### src/rtl/pwlcm_keystream_ctrl_if.sv
// Bundle of config, map-core and keystream signals around the
// PWLCM keystream controller.
interface pwlcm_keystream_ctrl_if;
  logic        cfg_valid;
  logic        cfg_ready;
  logic [31:0] cfg_x0;
  logic [30:0] cfg_p;
  logic [15:0] cfg_nwords;
  logic [31:0] map_xp;
  logic [30:0] map_pp;
  logic        map_start;
  logic [31:0] map_xpn;
  logic        map_done;
  logic [31:0] ks_data;
  logic        ks_valid;
  logic        ks_ready;
  logic        busy;
  logic        err_cfg;
  logic        err_timeout;
  logic        err_stuck;

  modport master (
    input  cfg_valid, cfg_x0, cfg_p, cfg_nwords,
    input  map_xpn, map_done, ks_ready,
    output cfg_ready, map_xp, map_pp, map_start,
    output ks_data, ks_valid, busy,
    output err_cfg, err_timeout, err_stuck
  );

  modport slave (
    output cfg_valid, cfg_x0, cfg_p, cfg_nwords,
    output map_xpn, map_done, ks_ready,
    input  cfg_ready, map_xp, map_pp, map_start,
    input  ks_data, ks_valid, busy,
    input  err_cfg, err_timeout, err_stuck
  );
endinterface

### src/rtl/pwlcm_keystream_ctrl.sv
// PWLCM keystream controller: seeds the map core, discards warm-up
// iterations, then streams each new state out as a keystream word.
module pwlcm_keystream_ctrl #(
  parameter int WARMUP     = 64,
  parameter int TIMEOUT    = 256,
  parameter int DONE_BLANK = 2
) (
  input logic clk,
  input logic rst,
  pwlcm_keystream_ctrl_if.master bus
);
  localparam int CW = $clog2(TIMEOUT + 1);

  typedef enum logic [2:0] {
    S_IDLE, S_SETUP, S_START, S_WAIT, S_EMIT
  } state_t;

  state_t        r_state, w_next;
  logic [31:0]   r_xp, r_ks_data;
  logic [30:0]   r_pp;
  logic [15:0]   r_rem, r_warm;
  logic [CW-1:0] r_cnt;
  logic          r_ks_valid;
  logic          r_err_cfg, r_err_to, r_err_stuck;
  logic          w_cfg_bad, w_cfg_go;
  logic          w_done_acc, w_tmo, w_stuck, w_ks_fire;

  assign w_cfg_bad = (bus.cfg_x0 == '0) || (bus.cfg_p == '0);
  assign w_cfg_go  = bus.cfg_valid && !w_cfg_bad
                  && (bus.cfg_nwords != '0);
  // done level may linger from the previous result; blank it out
  assign w_done_acc = (r_state == S_WAIT) && bus.map_done
                   && (r_cnt >= CW'(DONE_BLANK));
  assign w_tmo = (r_state == S_WAIT) && !w_done_acc
              && (r_cnt == CW'(TIMEOUT - 1));
  assign w_stuck   = w_done_acc && (bus.map_xpn == r_xp);
  assign w_ks_fire = (r_state == S_EMIT) && bus.ks_ready;

  always_comb begin
    w_next = r_state;
    unique case (r_state)
      S_IDLE:  if (w_cfg_go) w_next = S_SETUP;
      S_SETUP: w_next = S_START;
      S_START: w_next = S_WAIT;
      S_WAIT: begin
        if (w_stuck || w_tmo)
          w_next = S_IDLE;
        else if (w_done_acc)
          w_next = (r_warm != '0) ? S_SETUP : S_EMIT;
      end
      S_EMIT: begin
        if (w_ks_fire)
          w_next = (r_rem == 16'd1) ? S_IDLE : S_SETUP;
      end
      default: w_next = S_IDLE;
    endcase
  end

  always_ff @(posedge clk) begin
    if (rst) begin
      r_state     <= S_IDLE;
      r_xp        <= '0;
      r_pp        <= '0;
      r_rem       <= '0;
      r_warm      <= '0;
      r_cnt       <= '0;
      r_ks_data   <= '0;
      r_ks_valid  <= 1'b0;
      r_err_cfg   <= 1'b0;
      r_err_to    <= 1'b0;
      r_err_stuck <= 1'b0;
    end else begin
      r_state <= w_next;
      unique case (r_state)
        S_IDLE: begin
          if (bus.cfg_valid) begin
            r_err_cfg   <= w_cfg_bad;
            r_err_to    <= 1'b0;
            r_err_stuck <= 1'b0;
            r_xp        <= bus.cfg_x0;
            r_pp        <= bus.cfg_p;
            r_rem       <= bus.cfg_nwords;
            r_warm      <= 16'(WARMUP);
          end
        end
        S_START: r_cnt <= '0;
        S_WAIT: begin
          if (w_stuck) begin
            r_err_stuck <= 1'b1;
          end else if (w_done_acc) begin
            r_xp <= bus.map_xpn;
            if (r_warm != '0) begin
              r_warm <= r_warm - 16'd1;
            end else begin
              r_ks_data  <= bus.map_xpn;
              r_ks_valid <= 1'b1;
            end
          end else if (w_tmo) begin
            r_err_to <= 1'b1;
          end else begin
            r_cnt <= r_cnt + 1'b1;
          end
        end
        S_EMIT: begin
          if (w_ks_fire) begin
            r_ks_valid <= 1'b0;
            r_rem      <= r_rem - 16'd1;
          end
        end
        default: ;
      endcase
    end
  end

  assign bus.cfg_ready   = (r_state == S_IDLE);
  assign bus.busy        = (r_state != S_IDLE);
  assign bus.map_start   = (r_state == S_START);
  assign bus.map_xp      = r_xp;
  assign bus.map_pp      = r_pp;
  assign bus.ks_data     = r_ks_data;
  assign bus.ks_valid    = r_ks_valid;
  assign bus.err_cfg     = r_err_cfg;
  assign bus.err_timeout = r_err_to;
  assign bus.err_stuck   = r_err_stuck;
endmodule

### src/flat_wrapper.sv
// flat-port wrapper written by rule: the top's interface ports become plain ports
module pwlcm_keystream_ctrl_flat 
#(
  parameter int WARMUP     = 64,
  parameter int TIMEOUT    = 256,
  parameter int DONE_BLANK = 2
)
  (clk, rst, bus_cfg_valid, bus_cfg_x0, bus_cfg_p, bus_cfg_nwords, bus_map_xpn, bus_map_done, bus_ks_ready, bus_cfg_ready, bus_map_xp, bus_map_pp, bus_map_start, bus_ks_data, bus_ks_valid, bus_busy, bus_err_cfg, bus_err_timeout, bus_err_stuck);
  pwlcm_keystream_ctrl_if bus_i ();
  input logic clk;
  input logic rst;
  input wire logic [$bits(bus_i.cfg_valid)-1:0] bus_cfg_valid;
  input wire logic [$bits(bus_i.cfg_x0)-1:0] bus_cfg_x0;
  input wire logic [$bits(bus_i.cfg_p)-1:0] bus_cfg_p;
  input wire logic [$bits(bus_i.cfg_nwords)-1:0] bus_cfg_nwords;
  input wire logic [$bits(bus_i.map_xpn)-1:0] bus_map_xpn;
  input wire logic [$bits(bus_i.map_done)-1:0] bus_map_done;
  input wire logic [$bits(bus_i.ks_ready)-1:0] bus_ks_ready;
  output wire logic [$bits(bus_i.cfg_ready)-1:0] bus_cfg_ready;
  output wire logic [$bits(bus_i.map_xp)-1:0] bus_map_xp;
  output wire logic [$bits(bus_i.map_pp)-1:0] bus_map_pp;
  output wire logic [$bits(bus_i.map_start)-1:0] bus_map_start;
  output wire logic [$bits(bus_i.ks_data)-1:0] bus_ks_data;
  output wire logic [$bits(bus_i.ks_valid)-1:0] bus_ks_valid;
  output wire logic [$bits(bus_i.busy)-1:0] bus_busy;
  output wire logic [$bits(bus_i.err_cfg)-1:0] bus_err_cfg;
  output wire logic [$bits(bus_i.err_timeout)-1:0] bus_err_timeout;
  output wire logic [$bits(bus_i.err_stuck)-1:0] bus_err_stuck;
  assign bus_i.cfg_valid = bus_cfg_valid;
  assign bus_i.cfg_x0 = bus_cfg_x0;
  assign bus_i.cfg_p = bus_cfg_p;
  assign bus_i.cfg_nwords = bus_cfg_nwords;
  assign bus_i.map_xpn = bus_map_xpn;
  assign bus_i.map_done = bus_map_done;
  assign bus_i.ks_ready = bus_ks_ready;
  assign bus_cfg_ready = bus_i.cfg_ready;
  assign bus_map_xp = bus_i.map_xp;
  assign bus_map_pp = bus_i.map_pp;
  assign bus_map_start = bus_i.map_start;
  assign bus_ks_data = bus_i.ks_data;
  assign bus_ks_valid = bus_i.ks_valid;
  assign bus_busy = bus_i.busy;
  assign bus_err_cfg = bus_i.err_cfg;
  assign bus_err_timeout = bus_i.err_timeout;
  assign bus_err_stuck = bus_i.err_stuck;
  pwlcm_keystream_ctrl #(.WARMUP(WARMUP), .TIMEOUT(TIMEOUT), .DONE_BLANK(DONE_BLANK)) u_core (.clk(clk), .rst(rst), .bus(bus_i));
endmodule
### config.mk
export PLATFORM = sky130hd
export DESIGN_NAME = pwlcm_keystream_ctrl_flat
export DESIGN_NICKNAME = d
export VERILOG_FILES = /design/src/rtl/pwlcm_keystream_ctrl_if.sv /design/src/rtl/pwlcm_keystream_ctrl.sv /design/src/flat_wrapper.sv
export SDC_FILE = /design/constraint.sdc
export NUM_CORES = 1
export LEC_CHECK = 0
export BUFFER_PORTS_ARGS = -buffer_cell sky130_fd_sc_hd__clkbuf_2
export CAP_MARGIN = 40
export CELL_PAD_IN_SITES_DETAIL_PLACEMENT = 1
export CELL_PAD_IN_SITES_GLOBAL_PLACEMENT = 2
export CORE_MARGIN = 2
export CORE_UTILIZATION = 32
export CTS_BUF_LIST = sky130_fd_sc_hd__clkbuf_4 sky130_fd_sc_hd__clkbuf_8
export DETAILED_ROUTE_END_ITERATION = 8
export MAX_ROUTING_LAYER = met4
export PLACE_DENSITY = 0.85
export SYNTH_ARGS = -nofsm -noshare
export SYNTH_HDL_FRONTEND = slang
export SYNTH_SLANG_ARGS = --single-unit
### constraint.sdc
create_clock -name clk -period 6.2 [get_ports clk]
set_input_delay 0.93 -clock clk [delete_from_list [all_inputs] [get_ports clk]]
set_output_delay 0.93 -clock clk [all_outputs]
set_load 0.005 [all_outputs]
==> reports/qor.yml, run 1 <==
clock_tree:
  cts_tree: "done"
  post_cts_buffers: 0
  numCtsBuffers: 17
  cts_root_buf: "clkbuf_8"
  ctsHtreeMaxLevel: 4
  worstSkewPairLatency_ns: 0.46
  clock_path_buffers: 2
  cts.sinks: 143
  ctsResizeCount: 0
  holdBufCountCts: 0
  clk_pin_slew_ns: 0.09
timing:
  max_freq_ghz: 0.2972
  hold_ws_ns: 0.4574
  rsz0062_at_grt: "false"
  skew_ns: 0.02010
  hold_viol_final: 0
  worst-slew-pin-transition_ns: 0.8312
  setup_tns_ns: 0
  slew_violations: 0
  min_period_ns: 3.364
  relSlewSlack_pct: 44.41
  post-route-period-util_pct: 54.26
  finalSetupViolations: 0
detailed_routing:
  final_antenna_net_count: 0
  vias_per_cell: 5.179
  vias: 6790
  wl_per_cell_um: 17.59
  totalWireLength_um: 23060
  post-route-drc-count: 0
  dr.pass1.iters: 4
  first_iter_violations: 312
critical_path:
  arrival_ns: 3.71
  path_class: "flip-flop to flip-flop"
  cp-end-kind: "flip-flop"
  cp-start-kind: "flip-flop"
  critPathMaxFanout: 38
  critical_path_required_ns: 6.55
floorplan:
  dieWidth_um: 148.7
  boundaryPins: 218
  core_mm2: 0.02036
  dieArea_mm2: 0.02212
  start_util_pct: 32.91
  rows: 52
  fp.dieH_um: 148.7
yosys:
  async_flop_share_pct: 0
  syn_avg_cell_area_um2: 8.045
  synth_top_cell_by_area: "dfxtp_1"
  synth_area_mm2: 0.006701
  syn_nets: 955
  yosys.cell_types.count: 54
  synth.most_common_cell: "nand2_1"
  synth-edff-count: 0
  synth_top_area_share_pct: 42.72
  synth_seq_cells: 143
  synth_top_flop_cell: "dfxtp_1"
  synth_common_cells: "nand2_1, dfxtp_1, nor2_1"
  syn_inst: 833
  synthTopCellsByArea: "dfxtp_1, nand2_1, nor2_1"
  ys_seq_area_share_pct: 42.72
  ys_warn_count: 0
pwr:
  total_power_uw: 3122
  powerDensity_mw_per_mm2: 370.3
  irDropWorstVdd_v: 0.0001464
  leakage_uw: 0.003464
global_route:
  grt_usage_pct: 21.72
  gr-total-overflow: 0
  grt_pass1_vias: 6848
  grt_pass1_wl_um: 36670
  antenna_found_initial: 0
  grt_max_degree: 65
layout:
  drive_above_1_share_pct: 26.51
  final_core_util_pct: 41.40
  insertedDiodeCount: 0
  fillers: 2571
  area_delta_synth_final_pct: 25.80
  final_net_count: 1150
hold_path:
  hp-class: "flip-flop to flip-flop"
run_status:
  outcome: "complete, no violations"
placement:
  hpwl_um: 17190
  place_congestion: 0.8295
  port_buffers: 217
job:
  maxCapViolations: 0
per-stage QoR:
step,area [um2],instances,setup WS [ns]
floorplan,6701,833,3.428
global placement,8010,1277,2.387
detailed placement,8029,1279,2.677
CTS,8431,1311,2.847
global route,8431,1311,2.616
finish,8431,1311,2.836
critical path, cell delays in order, from the launching register on:
cell,delay [ns]
dfxtp_1,0.47
inv_1,0.07
ha_1,0.20
or4_4,0.44
o41ai_4,0.42
nor2_2,0.14
a31oi_4,0.65
buf_4,0.48
nor2_1,0.08
a311oi_1,0.29
state kept, by name, summed over array words and instances (netlist names):
register	count
u_core.bus.ks_data	32
u_core.r_cnt	9
u_core.bus.err_cfg	1
u_core.r_warm	16
u_core.bus.map_pp	31
u_core.r_state	3
u_core.bus.err_timeout	1
u_core.bus.map_xp	32
u_core.r_rem	16
u_core.bus.err_stuck	1
u_core.bus.ks_valid	1
cell type report:
| class | count | area [um2] | area share [%] |
|---|---|---|---|
| multi-input combinational | 619 | 3575 | 42.40 |
| sequential | 143 | 2863 | 33.96 |
| timing repair buffer | 230 | 1190 | 14.11 |
| tap | 270 | 337.8 | 4.007 |
| clock buffer | 17 | 234.0 | 2.775 |
| clock inverter | 15 | 167.7 | 1.989 |
| inverter | 17 | 63.81 | 0.7569 |
power by group:
part / internal [uW] / total, uW / switching, uW
registers: 1080 / 1240 / 156
logic: 424 / 1110 / 684
clock network: 340 / 775 / 435
total: 1850 / 3120 / 1270
final timing paths:
| path | slack [ns] | from | depth (start not counted) | end |
|---|---|---|---|---|
| min reg2reg | 0.46 | u_core.bus.map_pp[6] | 2 | u_core.bus.map_pp[6] |
| max reg2reg | 2.84 | u_core.r_cnt[0] | 9 | u_core.bus.map_xp[3] |
| max | 2.84 | u_core.r_cnt[0] | 9 | u_core.bus.map_xp[3] |
| min | 0.46 | u_core.bus.map_pp[6] | 2 | u_core.bus.map_pp[6] |
per-layer routing:
metal / track usage, % / up-vias / wire length (um)
met5: - / - / 0
met4: 5.429 / 0 / 327
met3: 5.429 / 22 / 1186
met2: 34.56 / 159 / 10950
met1: 27.77 / 3267 / 10600
li1: - / 3342 / -
cells in the final DEF, fill, tap and decap left out, types with 3 or more instances in the layout:
cell type  instances
buf_4             13
dfxtp_1          143
a21oi_1           63
nor3_1            17
o22ai_1            3
xnor2_1           33
nand2_1          158
xor2_1             6
or3_1              4
nor2_1           111
a31o_1             4
clkbuf_8          17
o32ai_1            3
nand2b_1           3
nand3_1           10
inv_1             17
nor3b_1            4
a311oi_1          33
or4_1              4
a211oi_1           7
a31oi_1            6
inv_6              5
nand4_1           26
ha_1               6
o31ai_1            4
inv_8              5
o21ai_0           17
mux2i_1           34
a22oi_1            4
clkbuf_2         216
nor4_1            26
and3_1             3
cell families after synthesis:
group / after synthesis / share of synthesized area, %
AND/OR/NAND/NOR: 378 / 25.09
AO/OA/AOI/OAI: 162 / 16.64
flip-flops: 143 / 42.72
buffers and inverters: 71 / 4.257
XOR/XNOR: 39 / 5.097
multiplexers: 34 / 5.078
adder cells (fa/ha/maj): 6 / 1.120
No activity file was read; power rests on OpenSTA's default activity.
==> run 2, diff against run 1 <==
--- a/config.mk
+++ b/config.mk
@@ -10,11 +10,11 @@
 export CELL_PAD_IN_SITES_DETAIL_PLACEMENT = 1
 export CELL_PAD_IN_SITES_GLOBAL_PLACEMENT = 2
 export CORE_MARGIN = 2
-export CORE_UTILIZATION = 32
+export CORE_UTILIZATION = 26
 export CTS_BUF_LIST = sky130_fd_sc_hd__clkbuf_4 sky130_fd_sc_hd__clkbuf_8
 export DETAILED_ROUTE_END_ITERATION = 8
 export MAX_ROUTING_LAYER = met4
-export PLACE_DENSITY = 0.85
+export PLACE_DENSITY = 0.74
 export SYNTH_ARGS = -nofsm -noshare
 export SYNTH_HDL_FRONTEND = slang
 export SYNTH_SLANG_ARGS = --single-unit
==> constraint.sdc (replaced) <==
create_clock -name clk -period 3 [get_ports clk]
set_input_delay 0.45 -clock clk [delete_from_list [all_inputs] [get_ports clk]]
set_output_delay 0.45 -clock clk [all_outputs]
set_load 0.005 [all_outputs]
==> run 2 against run 1 <==
Net effect:
- worst hold slack got worse by 0.23 ns
- design area is 2.3% higher
- wire length up 3.6%
- clock skew grew 0.0030 ns
- count of clock-buffer cells in the layout grew 1
- sequential cell count stayed put
- combinational power is 110% higher
- clock power grew 130%
==> reports/qor.yml, run 2 (synthesis results as in run 1) <==
global_route:
  grt_pass1_wl_um: 37180
  grt_max_degree: 86
  grt_pass1_vias: 6766
  grt_usage_pct: 18.16
  gr-total-overflow: 0
  antenna_found_initial: 1
timing:
  min_period_ns: 2.684
  finalSetupViolations: 0
  post-route-period-util_pct: 89.45
  slew_violations: 0
  setup_tns_ns: 0
  skew_ns: 0.02309
  hold_viol_final: 0
  worst-slew-pin-transition_ns: 0.7048
  rsz0062_at_grt: "false"
  relSlewSlack_pct: 52.91
  max_freq_ghz: 0.3726
critical_path:
  cp_num_buf_inv: 2
  cp-start-kind: "flip-flop"
  path_depth: 9
  critPathCapture: "u_core.r_warm[6]"
  critPathTopFamily: "compound AO/OA/AOI/OAI gates"
  path_class: "flip-flop to flip-flop"
  r2r_start: "u_core.r_cnt[0]"
  cp_cell_sequence: "inv_1 > ha_1 > or4_4 > o41a_1 > a31oi_1 > a31oi_1 > buf_4 > a311oi_1 > a211oi_1"
  r2r_slack_ns: 0.32
  crit_path_start: "u_core.r_cnt[0]"
  rr_worst_depth: 9
  critPathMaxFanout: 20
  critical_path_required_ns: 3.31
  max_stage_delay_ns: 0.48
  arrival_ns: 2.99
  cp-end-kind: "flip-flop"
  cpMostUsedCell: "a31oi_1"
  critPathSlowestCell: "o41a_1"
  r2r-end: "u_core.r_warm[6]"
layout:
  fillers: 3131
  most-common-layout-cells: "clkbuf_2, nand2_1, dfxtp_1"
  multi_input_area_mm2: 0.003580
  final_core_util_pct: 34.17
  regArea_mm2: 0.002863
  area_delta_synth_final_pct: 28.75
  final_net_count: 1155
  drive_above_1_share_pct: 26.96
  layout_commonest_cell: "clkbuf_2"
detailed_routing:
  first_iter_violations: 251
  final_antenna_net_count: 0
  vias_per_cell: 4.843
  totalWireLength_um: 23900
  post-route-drc-count: 0
  vias: 6669
  dr.pass1.iters: 4
  wl_per_cell_um: 17.35
clock_tree:
  numCtsBuffers: 17
  worstSkewPairLatency_ns: 0.45
  ctsResizeCount: 0
  holdBufCountCts: 0
  ctsHtreeMaxLevel: 4
  clk_pin_slew_ns: 0.10
  post_cts_buffers: 0
  cts_root_buf: "clkbuf_8"
  cts_tree: "done"
  cts.sinks: 143
  clock_path_buffers: 2
floorplan:
  rows: 58
  start_util_pct: 26.54
  dieArea_mm2: 0.02708
  boundaryPins: 218
  fp.dieH_um: 164.5
  core_mm2: 0.02525
  dieWidth_um: 164.5
pwr:
  powerDensity_mw_per_mm2: 775.9
  total_power_uw: 6695
  irDropWorstVdd_v: 0.0002702
  leakage_uw: 0.003520
hold_path:
  hp-class: "primary input to flip-flop"
placement:
  port_buffers: 217
  hpwl_um: 17510
  place_congestion: 0.7817
job:
  maxCapViolations: 0
run_status:
  outcome: "complete, no violations"
## run 2: layer usage
layer,GRT usage (%),vias up,routed length (um)
met1,22.97,3159,11210
met5,-,-,0
met2,28.39,144,11130
li1,-,3347,-
met3,5.249,19,1275
met4,4.901,0,283
## run 2: tightest hold or removal path: stages
cell and delay (ns):
clkbuf_2 0.09, nand2_1 0.05, a21oi_1 0.05
## run 2: area by class of cell
class / instances / area share, %
Antenna cell: 1 / 0.02900
Timing Repair Buffer: 235 / 14.62
Multi-Input combinational cell: 619 / 41.49
Tap cell: 330 / 4.785
Clock buffer: 18 / 2.799
Clock inverter: 14 / 2.364
Sequential cell: 143 / 33.18
Inverter: 17 / 0.7396
## run 2: worst min-delay path by stage
stage | startpoint | endpoint | cells after the start
floorplan | u_core.bus.err_stuck | u_core.bus.err_stuck | 2
global placement | u_core.bus.map_pp[29] | u_core.bus.map_pp[29] | 2
detailed placement | u_core.bus.map_pp[14] | u_core.bus.map_pp[14] | 2
CTS | bus_cfg_p[21] | u_core.bus.map_pp[21] | 3
global route | bus_cfg_p[17] | u_core.bus.map_pp[17] | 3
finish | bus_cfg_p[21] | u_core.bus.map_pp[21] | 3
## run 2: per-stage QoR
stage | area, um2 | worst slack [ns] | hold WS (ns) | std cells
floorplan | 6701 | 0.5265 | 0.4421 | 833
global route | 8628 | 0.1492 | 0.2008 | 1377
global placement | 8180 | 0.4032 | 0.4426 | 1344
detailed placement | 8180 | 0.3510 | 0.4465 | 1344
finish | 8628 | 0.3164 | 0.2225 | 1377
CTS | 8626 | 0.3383 | 0.1853 | 1376
## run 2: power by group
part | total [uW] | switching, uW | leakage (uW) | internal [uW]
Clock | 1770 | 841 | 0.000220 | 933
Combinational | 2370 | 1450 | 0.00213 | 918
Sequential | 2550 | 314 | 0.00117 | 2240
Total | 6690 | 2600 | 0.00352 | 4090
==> run 3, diff against run 2 <==
--- a/config.mk
+++ b/config.mk
@@ -7,14 +7,12 @@
 export LEC_CHECK = 0
 export BUFFER_PORTS_ARGS = -buffer_cell sky130_fd_sc_hd__clkbuf_2
 export CAP_MARGIN = 40
-export CELL_PAD_IN_SITES_DETAIL_PLACEMENT = 1
-export CELL_PAD_IN_SITES_GLOBAL_PLACEMENT = 2
 export CORE_MARGIN = 2
-export CORE_UTILIZATION = 26
+export CORE_UTILIZATION = 48
 export CTS_BUF_LIST = sky130_fd_sc_hd__clkbuf_4 sky130_fd_sc_hd__clkbuf_8
 export DETAILED_ROUTE_END_ITERATION = 8
 export MAX_ROUTING_LAYER = met4
-export PLACE_DENSITY = 0.74
+export PLACE_DENSITY = 0.76
 export SYNTH_ARGS = -nofsm -noshare
 export SYNTH_HDL_FRONTEND = slang
 export SYNTH_SLANG_ARGS = --single-unit
==> run 3 against run 2 <==
Net effect:
- non-clock buffer count unchanged
- wire length decreased by 20%
- worst hold slack improved by 0.0070 ns
- sequential share of layout area increased by 1.1 points
- core utilization increased by 26 points
- maximum frequency increased by 4.1%
- first-iteration DRC count increased by 81%
- register-to-register slack improved by 0.11 ns
- critical path depth unchanged
- critical endpoint is now u_core.bus.ks_data[19]
==> reports/qor.yml, run 3 (synthesis results as in run 1) <==
run_status:
  outcome: "complete, no violations"
clock_tree:
  ctsResizeCount: 0
  numCtsBuffers: 17
  worstSkewPairLatency_ns: 0.45
  holdBufCountCts: 0
  clock_path_buffers: 2
  post_cts_buffers: 0
  clk_pin_slew_ns: 0.08
  cts.sinks: 143
  cts_tree: "done"
  cts_root_buf: "clkbuf_8"
  ctsHtreeMaxLevel: 4
global_route:
  grt_max_degree: 65
  grt_pass1_vias: 6072
  antenna_found_initial: 0
  grt_pass1_wl_um: 30190
  gr-total-overflow: 0
  grt_usage_pct: 26.60
pwr:
  powerDensity_mw_per_mm2: 756.2
  leakage_uw: 0.003490
  irDropWorstVdd_v: 0.0004565
critical_path:
  critPathMaxFanout: 33
  critPathTopFamily: "simple AND/OR/NAND/NOR gates"
  critPathSlowestCell: "o41a_1"
  critical_path_required_ns: 3.32
  cp-end-kind: "flip-flop"
  arrival_ns: 2.90
  cp_num_buf_inv: 2
  cp-start-kind: "flip-flop"
  max_stage_delay_ns: 0.47
  cp_cell_sequence: "inv_1 > ha_1 > or4_4 > o41a_1 > nand2_1 > a211oi_4 > buf_4 > mux2i_1 > nor2_1"
  path_class: "flip-flop to flip-flop"
timing:
  slew_violations: 0
  worst-slew-pin-transition_ns: 0.5946
  min_period_ns: 2.578
  hold_viol_final: 0
  post-route-period-util_pct: 85.94
  rsz0062_at_grt: "false"
  skew_ns: 0.01885
  finalSetupViolations: 0
  relSlewSlack_pct: 60.26
  setup_tns_ns: 0
  max_freq_ghz: 0.3879
floorplan:
  dieWidth_um: 122.2
  start_util_pct: 48.66
  dieArea_mm2: 0.01492
  core_mm2: 0.01377
  boundaryPins: 218
  rows: 43
  fp.dieH_um: 122.2
placement:
  place_congestion: 0.8572
  port_buffers: 217
  hpwl_um: 14050
  numPlacedInstances: 1194
layout:
  most-common-layout-cells: "clkbuf_2, nand2_1, dfxtp_1"
  insertedDiodeCount: 0
  layout.cells.non_filler: 1225
  layout_commonest_cell: "clkbuf_2"
  fillers: 1285
  area_delta_synth_final_pct: 24.48
  drive_above_1_share_pct: 26.70
  final_net_count: 1155
detailed_routing:
  vias_per_cell: 5.432
  wl_per_cell_um: 15.63
  vias: 6654
  final_antenna_net_count: 0
  totalWireLength_um: 19140
  dr.pass1.iters: 5
  post-route-drc-count: 0
  first_iter_violations: 454
job:
  maxCapViolations: 0
hold_path:
  hp-class: "primary input to flip-flop"
[run 3: cell count changes in the layout (fill, tap and decap cells not counted), sizes merged]
cell and delta:
clkbuf +3, bufinv -2, diode -1, clkinvlp -1
clkinv +3, inv -4
[run 3: per-stage QoR]
step | setup slack, ns | cell area (um2) | total power, uW | hold slack, ns | utilization (%)
floorplan | 0.5265 | 6701 | 4028 | 0.4421 | -
global placement | 0.4528 | 7964 | 4789 | 0.4405 | 57.82
detailed placement | 0.4171 | 7964 | 4836 | 0.4472 | 57.82
CTS | 0.4218 | 8342 | 6328 | 0.2027 | 60.57
global route | 0.2053 | 8342 | 6750 | 0.2079 | 60.57
finish | 0.4217 | 8342 | 6308 | 0.2295 | 60.57
[run 3: routing by layer]
layer,wire length (um),GRT usage (%),up-vias
met3,1389,7.491,28
met2,9162,41.79,221
li1,-,-,3343
met4,463,9.555,0
met1,8127,32.71,3062
met5,0,-,-
[run 3: worst min-delay path, delay by kind of cell]
kind / cells / cell delay (ns)
AOI/OAI and AO/OA: 1 / 0.05
and+or+nand+nor: 1 / 0.05
buffers and inverters: 1 / 0.09
[run 3: cell type report]
class / instances / area (um2) / share of cell area, %
Clock buffer: 21 / 264.0 / 3.165
Tap cell: 180 / 225.2 / 2.700
Clock inverter: 10 / 113.9 / 1.365
Sequential cell: 143 / 2863 / 34.32
Inverter: 17 / 63.81 / 0.7650
Timing Repair Buffer: 235 / 1249 / 14.97
Multi-Input combinational cell: 619 / 3563 / 42.72
[run 3: path summary, 6_finish.rpt]
path | start | end | slack, ns | depth (start not counted)
max | u_core.r_cnt[0] | u_core.bus.ks_data[19] | 0.42 | 9
min | bus_cfg_p[20] | u_core.bus.map_pp[20] | 0.23 | 3
min reg2reg | u_core.bus.map_pp[24] | u_core.bus.map_pp[24] | 0.45 | 2
max reg2reg | u_core.r_cnt[0] | u_core.bus.ks_data[19] | 0.42 | 9
[run 3: report_power, final]
group	switching, uW	total (uW)	internal (uW)
logic	1340	2260	920
registers	307	2550	2240
clock network	727	1500	769
